$ cat src/rtl/partial_product_stage.sv
// Registered partial-product generator feeding the adder tree: one shifted copy of
// the multiplicand per multiplier bit, behind a two-entry skid buffer.

module pp_lane #(
  parameter int A_WIDTH    = 4,
  parameter int DATA_WIDTH = 8,
  parameter int IDX        = 0
) (
  input  logic [A_WIDTH-1:0]    a,
  input  logic                  b_bit,
  output logic [DATA_WIDTH-1:0] pp
);
  // Truncating before the shift leaves the low DATA_WIDTH bits unchanged.
  assign pp = b_bit ? (DATA_WIDTH'(a) << IDX) : '0;
endmodule

module partial_product_stage #(
  parameter int SIZE       = 5,
  parameter int A_WIDTH    = 4,
  parameter int DATA_WIDTH = 8
) (
  input  logic                       clk,
  input  logic                       rst,
  input  logic                       in_valid,
  output logic                       in_ready,
  input  logic [A_WIDTH-1:0]         in_a,
  input  logic [SIZE-1:0]            in_b,
  output logic                       out_valid,
  input  logic                       out_ready,
  output logic [SIZE*DATA_WIDTH-1:0] out_pp
);
  typedef enum logic [1:0] {EMPTY, ONE, TWO} state_t;

  state_t                             state;
  logic [SIZE-1:0][DATA_WIDTH-1:0]    pp_in, main_q, skid_q;
  logic                               accept, emit;

  for (genvar i = 0; i < SIZE; i++) begin : g_lane
    pp_lane #(.A_WIDTH(A_WIDTH), .DATA_WIDTH(DATA_WIDTH), .IDX(i)) u_lane (
      .a     (in_a),
      .b_bit (in_b[i]),
      .pp    (pp_in[i])
    );
  end

  assign accept = in_valid && in_ready;
  assign emit   = out_valid && out_ready;
  assign out_pp = main_q;

  // in_ready/out_valid are registered alongside the state they are derived from.
  always_ff @(posedge clk) begin
    if (rst) begin
      state     <= EMPTY;
      main_q    <= '0;
      skid_q    <= '0;
      in_ready  <= 1'b1;
      out_valid <= 1'b0;
    end else begin
      case (state)
        EMPTY: if (accept) begin
          main_q    <= pp_in;
          state     <= ONE;
          out_valid <= 1'b1;
        end
        ONE: begin
          case ({accept, emit})
            2'b10: begin
              skid_q   <= pp_in;
              state    <= TWO;
              in_ready <= 1'b0;
            end
            2'b01: begin
              state     <= EMPTY;
              out_valid <= 1'b0;
            end
            2'b11:   main_q <= pp_in;
            default: ;
          endcase
        end
        TWO: if (emit) begin
          main_q   <= skid_q;
          state    <= ONE;
          in_ready <= 1'b1;
        end
        default: begin
          state     <= EMPTY;
          in_ready  <= 1'b1;
          out_valid <= 1'b0;
        end
      endcase
    end
  end
endmodule

$ cat config.mk
export PLATFORM = sky130hd
export DESIGN_NAME = partial_product_stage
export DESIGN_NICKNAME = d
export VERILOG_FILES = /design/src/rtl/partial_product_stage.sv
export SDC_FILE = /design/constraint.sdc
export NUM_CORES = 1
export LEC_CHECK = 0
export CAP_MARGIN = 20
export CORE_AREA = 2 2 73 75
export DETAILED_ROUTE_END_ITERATION = 16
export DIE_AREA = 0 0 75 77
export GPL_ROUTABILITY_DRIVEN = 0
export PLACE_DENSITY = 0.78
export SLEW_MARGIN = 25
export SYNTH_ARGS = -nofsm -noshare
export SYNTH_HDL_FRONTEND = slang
export SYNTH_SLANG_ARGS = --single-unit
export TNS_END_PERCENT = 50
$ cat constraint.sdc
create_clock -name clk -period 2.6 [get_ports clk]
set_clock_uncertainty 0.15 [all_clocks]
set_input_delay 0.26 -clock clk [delete_from_list [all_inputs] [get_ports clk]]
set_output_delay 0.26 -clock clk [all_outputs]
set_load 0.02 [all_outputs]
==> results.py, run 1 <==
metrics = {
    "global_routing": {
        "grt_pass1_wl_um": 9480,
        "grt_antenna_before_repair": 0,
        "grt_max_degree": 42,
        "grt.overflow.total": 0,
        "grt_usage": 0.207,
        "grt_pass1_vias": 1921,
    },
    "die": {
        "num_rows": 26,
        "dieArea_um2": 5780,
        "die_y_um": 77,
        "die_x_um": 75,
        "initial_core_util": 0.489,
        "ios": 55,
        "coreArea_um2": 4980,
    },
    "cells_and_area": {
        "area_delta_synth_final_pct": 13.7,
        "drive_gt1_frac": 0.152,
        "fin_nets": 295,
        "stdcell_count": 353,
        "n_fill_cell": 471,
        "n_antenna_cell": 0,
    },
    "power_and_ir_drop": {
        "p_seq_frac": 0.410,
        "switching_share": 0.357,
        "p_per_area_nw_per_um2": 713,
        "ir_worst_vdd_mv": 0.372,
        "power_frac_comb": 0.367,
        "internal_power_mw": 1.27,
        "switchingPower_uw": 704,
        "clkPwrFrac": 0.223,
        "p_leak_nw": 0.991,
    },
    "critical_path": {
        "crit_path_frequent_cell": "buf_4",
        "cp_data_arrival_time_ns": 1.89,
        "worst-path-max-fanout": 23,
        "worst-path-buf-inv": 2,
        "critPathKind": "reg2reg",
        "cpMaxStageDelayCell": "dfxtp_1",
        "cp-start-kind": "register",
        "r2r_setup_slack_ns": 0.73,
        "crit_path_max_incr_delay_ns": 0.41,
        "critPathTopFamily": "buffers and inverters",
        "path_cells": "buf_4 -> and4b_1 -> buf_4 -> a211oi_1 -> a211oi_2",
        "required_ns": 2.62,
        "endpoint_kind": "register",
    },
    "timing": {
        "worst_slew_pin_slew_ns": 0.567,
        "fin_tns_setup_ns": 0,
        "hold_slack_ns": 0.305,
        "setup_violations": 0,
        "hold_violations": 0,
        "max_freq_mhz": 534,
        "rsz0062_at_grt": "false",
        "layout_setup_ws_ns": 0.726,
        "period_needed_ns": 1.87,
        "relSlewSlack": 0.622,
        "period_share": 0.721,
        "final_max_slew_viol_count": 0,
    },
    "routing": {
        "dr.pass1.iters": 4,
        "wl_um": 5680,
        "postRouteAntennaNets": 0,
        "vias": 2066,
        "wire_per_inst_um": 16.1,
        "drtIter0Drc": 246,
        "drc": 0,
        "viasPerCell": 5.85,
    },
    "cts": {
        "numCtsBuffers": 5,
        "path_clk_slew_ns": 0.08,
        "cts_max_level": 2,
        "cts.repair.resized": 0,
        "cts_sinks": 44,
        "cts_max_path_buffers": 2,
        "post_cts_buffers": 0,
        "postCtsHoldBufs": 0,
        "clock_latency_ns": 0.30,
        "cts_root_buf": "clkbuf_8",
        "cts_tree": "done",
    },
    "placed_design": {
        "place_inst": 345,
        "pre_cts_slack_ns": 0.486,
        "io_buffers": 34,
        "hpwlAfterDp_um": 3670,
    },
    "synth": {
        "synthCells": 268,
        "yosys_warnings": 0,
        "syn_area_um2": 2430,
        "syn_avg_cell_area_um2": 9.09,
        "synth.distinct_cells": 27,
        "ys_seq_area_frac": 0.362,
        "ys_ff_latch": 44,
    },
    "min_path": {
        "hold_class": "in2reg",
    },
    "job": {
        "drv_cap": 0,
    },
    "outcome": {
        "status": "completed",
    },
}
==> power by group through the flow <==
stage	clock network, mW	logic [mW]	registers [mW]
after floorplan	0	0.465	0.889
after global placement	0	0.712	0.822
after detailed placement	0	0.719	0.826
after CTS	0.451	0.722	0.810
after global routing	0.483	0.778	0.820
final	0.440	0.723	0.809
==> layer usage <==
layer	global-route usage	wire (um)	vias up
met4	0.0554	70	0
met5	0	0	-
met3	0.0473	397	7
met2	0.315	2810	85
li1	-	-	997
met1	0.290	2410	977
==> Yosys cell counts <==
cell type | instances | share of area
dfxtp_1 | 44 | 0.36
a21oi_1 | 23 | 0.047
a211oi_2 | 21 | 0.11
and3b_1 | 21 | 0.076
nand4_1 | 21 | 0.054
o21ai_0 | 21 | 0.043
a31oi_1 | 20 | 0.051
buf_4 | 20 | 0.062
a211oi_1 | 19 | 0.059
clkbuf_1 | 19 | 0.029
buf_2 | 13 | 0.027
buf_6 | 4 | 0.018
nand2_1 | 3 | 0.0046
a21o_1 | 2 | 0.0062
clkbuf_2 | 2 | 0.0041
nand2b_1 | 2 | 0.0051
nand3b_1 | 2 | 0.0062
nor2_1 | 2 | 0.0031
a211o_1 | 1 | 0.0036
a21bo_2 | 1 | 0.0041
a21boi_4 | 1 | 0.0077
and4b_1 | 1 | 0.0041
conb_1 | 1 | 0.0015
inv_1 | 1 | 0.0015
nor3b_1 | 1 | 0.0031
nor4bb_1 | 1 | 0.0041
o22ai_2 | 1 | 0.0051
==> logic make-up after synthesis <==
logic type,share of synthesized area
AND/OR/NAND/NOR,0.160
flip-flops,0.362
buffers and inverters,0.142
AO/OA/AOI/OAI,0.335
other,0.00154
==> placed cells by master, fill, tap and decap left out, types with 3 or more instances in the layout <==
master	n
clkbuf_8	6
a21oi_1	23
nand4_1	21
nand2_1	3
buf_4	12
dfxtp_1	44
a31oi_1	20
and3b_1	21
clkdlybuf4s50_1	33
a211oi_1	19
conb_1	20
a211oi_2	21
o21ai_0	21
==> area by class of cell <==
type	count	area [um2]	share of cell area
Timing Repair Buffer	46	425	0.154
Inverter	1	3.75	0.00136
Sequential cell	44	881	0.318
Clock buffer	8	90.1	0.0325
Multi-Input combinational cell	184	1280	0.462
Tap cell	70	87.6	0.0316
==> final timing paths <==
path               from         end  cells past startpoint
max            state[0]  out_pp[11]                      5
min                 rst    state[1]                      2
max reg2reg    state[0]  out_pp[11]                      5
min reg2reg  skid_q[21]  skid_q[21]                      2
==> registers in the layout (all words and copies together) (netlist names) <==
| signal | flops |
|---|---|
| in_ready | 1 |
| state | 2 |
| out_pp | 20 |
| out_valid | 1 |
| skid_q | 20 |
==> metrics by stage <==
| stage | instance area (um2) | utilization | power (mW) |
|---|---|---|---|
| 2_1_floorplan | 2510 | - | 1.35 |
| 3_3_place_gp | 2680 | 0.538 | 1.53 |
| 3_5_place_dp | 2680 | 0.538 | 1.55 |
| 4_1_cts | 2770 | 0.556 | 1.98 |
| 5_1_grt | 2770 | 0.556 | 2.08 |
| 6_report | 2770 | 0.556 | 1.97 |
No activity file was read; power rests on OpenSTA's default activity.
==> run 2: changes to the inputs <==
Settings changed: CORE_AREA 2 2 73 75 to 2 2 77 79, DIE_AREA 0 0 75 77 to 0 0 79 81, PLACE_DENSITY 0.78 to 0.74.
Clock period 2.6 ns to 1.65 ns, I/O delays scaled along.
==> run 2 against run 1 <==
Setup slack lost 0.67 ns. Non-clock buffer count is 11 higher. Clock-buffer cell count down 2. Global-route usage shrank 2.4 points. First-iteration DRC count down 42%. Sequential share of layout area shrank 1.9 points. Critical path type unchanged. Largest cell class unchanged.
==> results.py, run 2 (synthesis gave the netlist of run 1 again) <==
metrics = {
    "power_and_ir_drop": {
        "p_per_area_nw_per_um2": 1090,
        "total_power_mw": 3.22,
        "ir_worst_vdd_mv": 0.464,
        "p_leak_nw": 1.10,
    },
    "global_routing": {
        "grt_max_degree": 32,
        "grt_usage": 0.182,
        "grt_antenna_before_repair": 0,
        "grt_pass1_vias": 1981,
        "grt.overflow.total": 0,
        "grt_pass1_wl_um": 9320,
    },
    "critical_path": {
        "endpoint_kind": "register",
        "worst-path-max-fanout": 21,
        "worst-path-buf-inv": 1,
        "critPathTopFamily": "flip-flops",
        "required_ns": 1.68,
        "cp_data_arrival_time_ns": 1.63,
        "r2r_setup_slack_ns": 0.05,
        "critPathKind": "reg2reg",
        "r2r_start": "state[0]",
        "crit_path_max_incr_delay_ns": 0.46,
        "worstSetupStartpoint": "state[0]",
        "cpMaxStageDelayCell": "dfxtp_1",
        "path_cells": "buf_4 -> and3b_1 -> a31oi_1 -> a211oi_2",
        "cp-start-kind": "register",
    },
    "placed_design": {
        "hpwlAfterDp_um": 3680,
        "io_buffers": 34,
    },
    "min_path": {
        "hp-start": "rst",
        "hold_class": "in2reg",
    },
    "routing": {
        "drc": 0,
        "postRouteAntennaNets": 0,
        "wl_um": 5760,
        "viasPerCell": 5.76,
        "drtIter0Drc": 142,
        "wire_per_inst_um": 15.6,
        "dr.pass1.iters": 4,
        "vias": 2125,
    },
    "cts": {
        "clock_latency_ns": 0.29,
        "cts_sinks": 44,
        "path_clk_slew_ns": 0.08,
        "cts_max_level": 2,
        "post_cts_buffers": 0,
        "cts_max_path_buffers": 2,
        "postCtsHoldBufs": 0,
        "numCtsBuffers": 5,
        "cts_root_buf": "clkbuf_8",
        "cts_tree": "done",
    },
    "die": {
        "num_rows": 28,
        "coreArea_um2": 5680,
        "die_y_um": 81,
        "die_x_um": 79,
        "ios": 55,
        "initial_core_util": 0.429,
        "dieArea_um2": 6400,
    },
    "cells_and_area": {
        "fin_nets": 306,
        "area_delta_synth_final_pct": 21.1,
        "layout_common_cells": "43 x dfxtp_1, 30 x clkdlybuf4s50_1, 23 x a21oi_1",
        "drive_gt1_frac": 0.194,
        "final_common_cell": "dfxtp_1",
        "n_fill_cell": 555,
        "n_antenna_cell": 0,
    },
    "timing": {
        "fin_tns_setup_ns": 0,
        "setup_violations": 0,
        "rsz0062_at_grt": "false",
        "max_freq_mhz": 626,
        "hold_violations": 0,
        "period_needed_ns": 1.60,
        "final_max_slew_viol_count": 0,
        "hold_slack_ns": 0.105,
        "period_share": 0.969,
    },
    "outcome": {
        "status": "completed",
    },
    "job": {
        "drv_cap": 0,
    },
}
==> run 2: changes by cell type in the layout (fill, tap and decap cells not counted) <==
cell and change:
buf_12 +7, buf_4 +4, clkbuf_1 -2, clkdlybuf4s50_1 -3
clkinv_2 +2, dfxtp_1 -1, dfxtp_2 +1, dlygate4sd2_1 +2
dlymetal6s2s_1 +1
==> run 2: repair_timing <==
| item | 4_1_cts | 5_1_grt |
|---|---|---|
| resized for setup | 2 | 2 |
| hold endpoints to repair | 0 | 0 |
| setup endpoints to repair | 2 | 8 |
==> run 2: final timing paths <==
path,endpoint,cells after the start
worst max-delay path,out_pp[1],4
worst min-delay path,skid_q[11],2
worst max register to register,out_pp[1],4
worst min register to register,skid_q[11],2
==> run 2: final cells by class <==
cell class                 count  area (um2)  share of cell area
inverter                       1        3.75             0.00127
clock buffer                   6        82.6              0.0280
tap                           75        93.8              0.0318
sequential                    44         882               0.299
timing repair buffer          57         596               0.202
clock inverter                 2        10.0             0.00340
multi-input combinational    184        1280               0.434
==> run 2: through the flow <==
stage	worst slack [ns]	area (um2)	cells	utilization
floorplan	0.151	2510	287	-
global placement	-0.0887	2850	361	0.503
detailed placement	-0.118	2850	361	0.503
CTS	0.0438	2940	369	0.519
global route	0.00470	2950	369	0.519
finish	0.0518	2950	369	0.519
==> run 2: power by group <==
part	leakage (nW)	switching, mW	internal, mW
Clock	0.0510	0.367	0.334
Combinational	0.688	0.687	0.557
Sequential	0.360	0.0865	1.19
Total	1.10	1.14	2.08
==> run 2: routing by layer <==
layer	up-vias	routed length [um]	track usage
met3	12	374	0.0456
met4	0	123	0.0793
li1	1020	-	-
met5	-	0	0
met1	1021	2590	0.238
met2	72	2670	0.286
==> run 2: worst register-to-register path, stage by stage, from the launching register on <==
cell,delay [ns]
dfxtp_1,0.46
buf_4,0.28
and3b_1,0.21
a31oi_1,0.26
a211oi_2,0.12
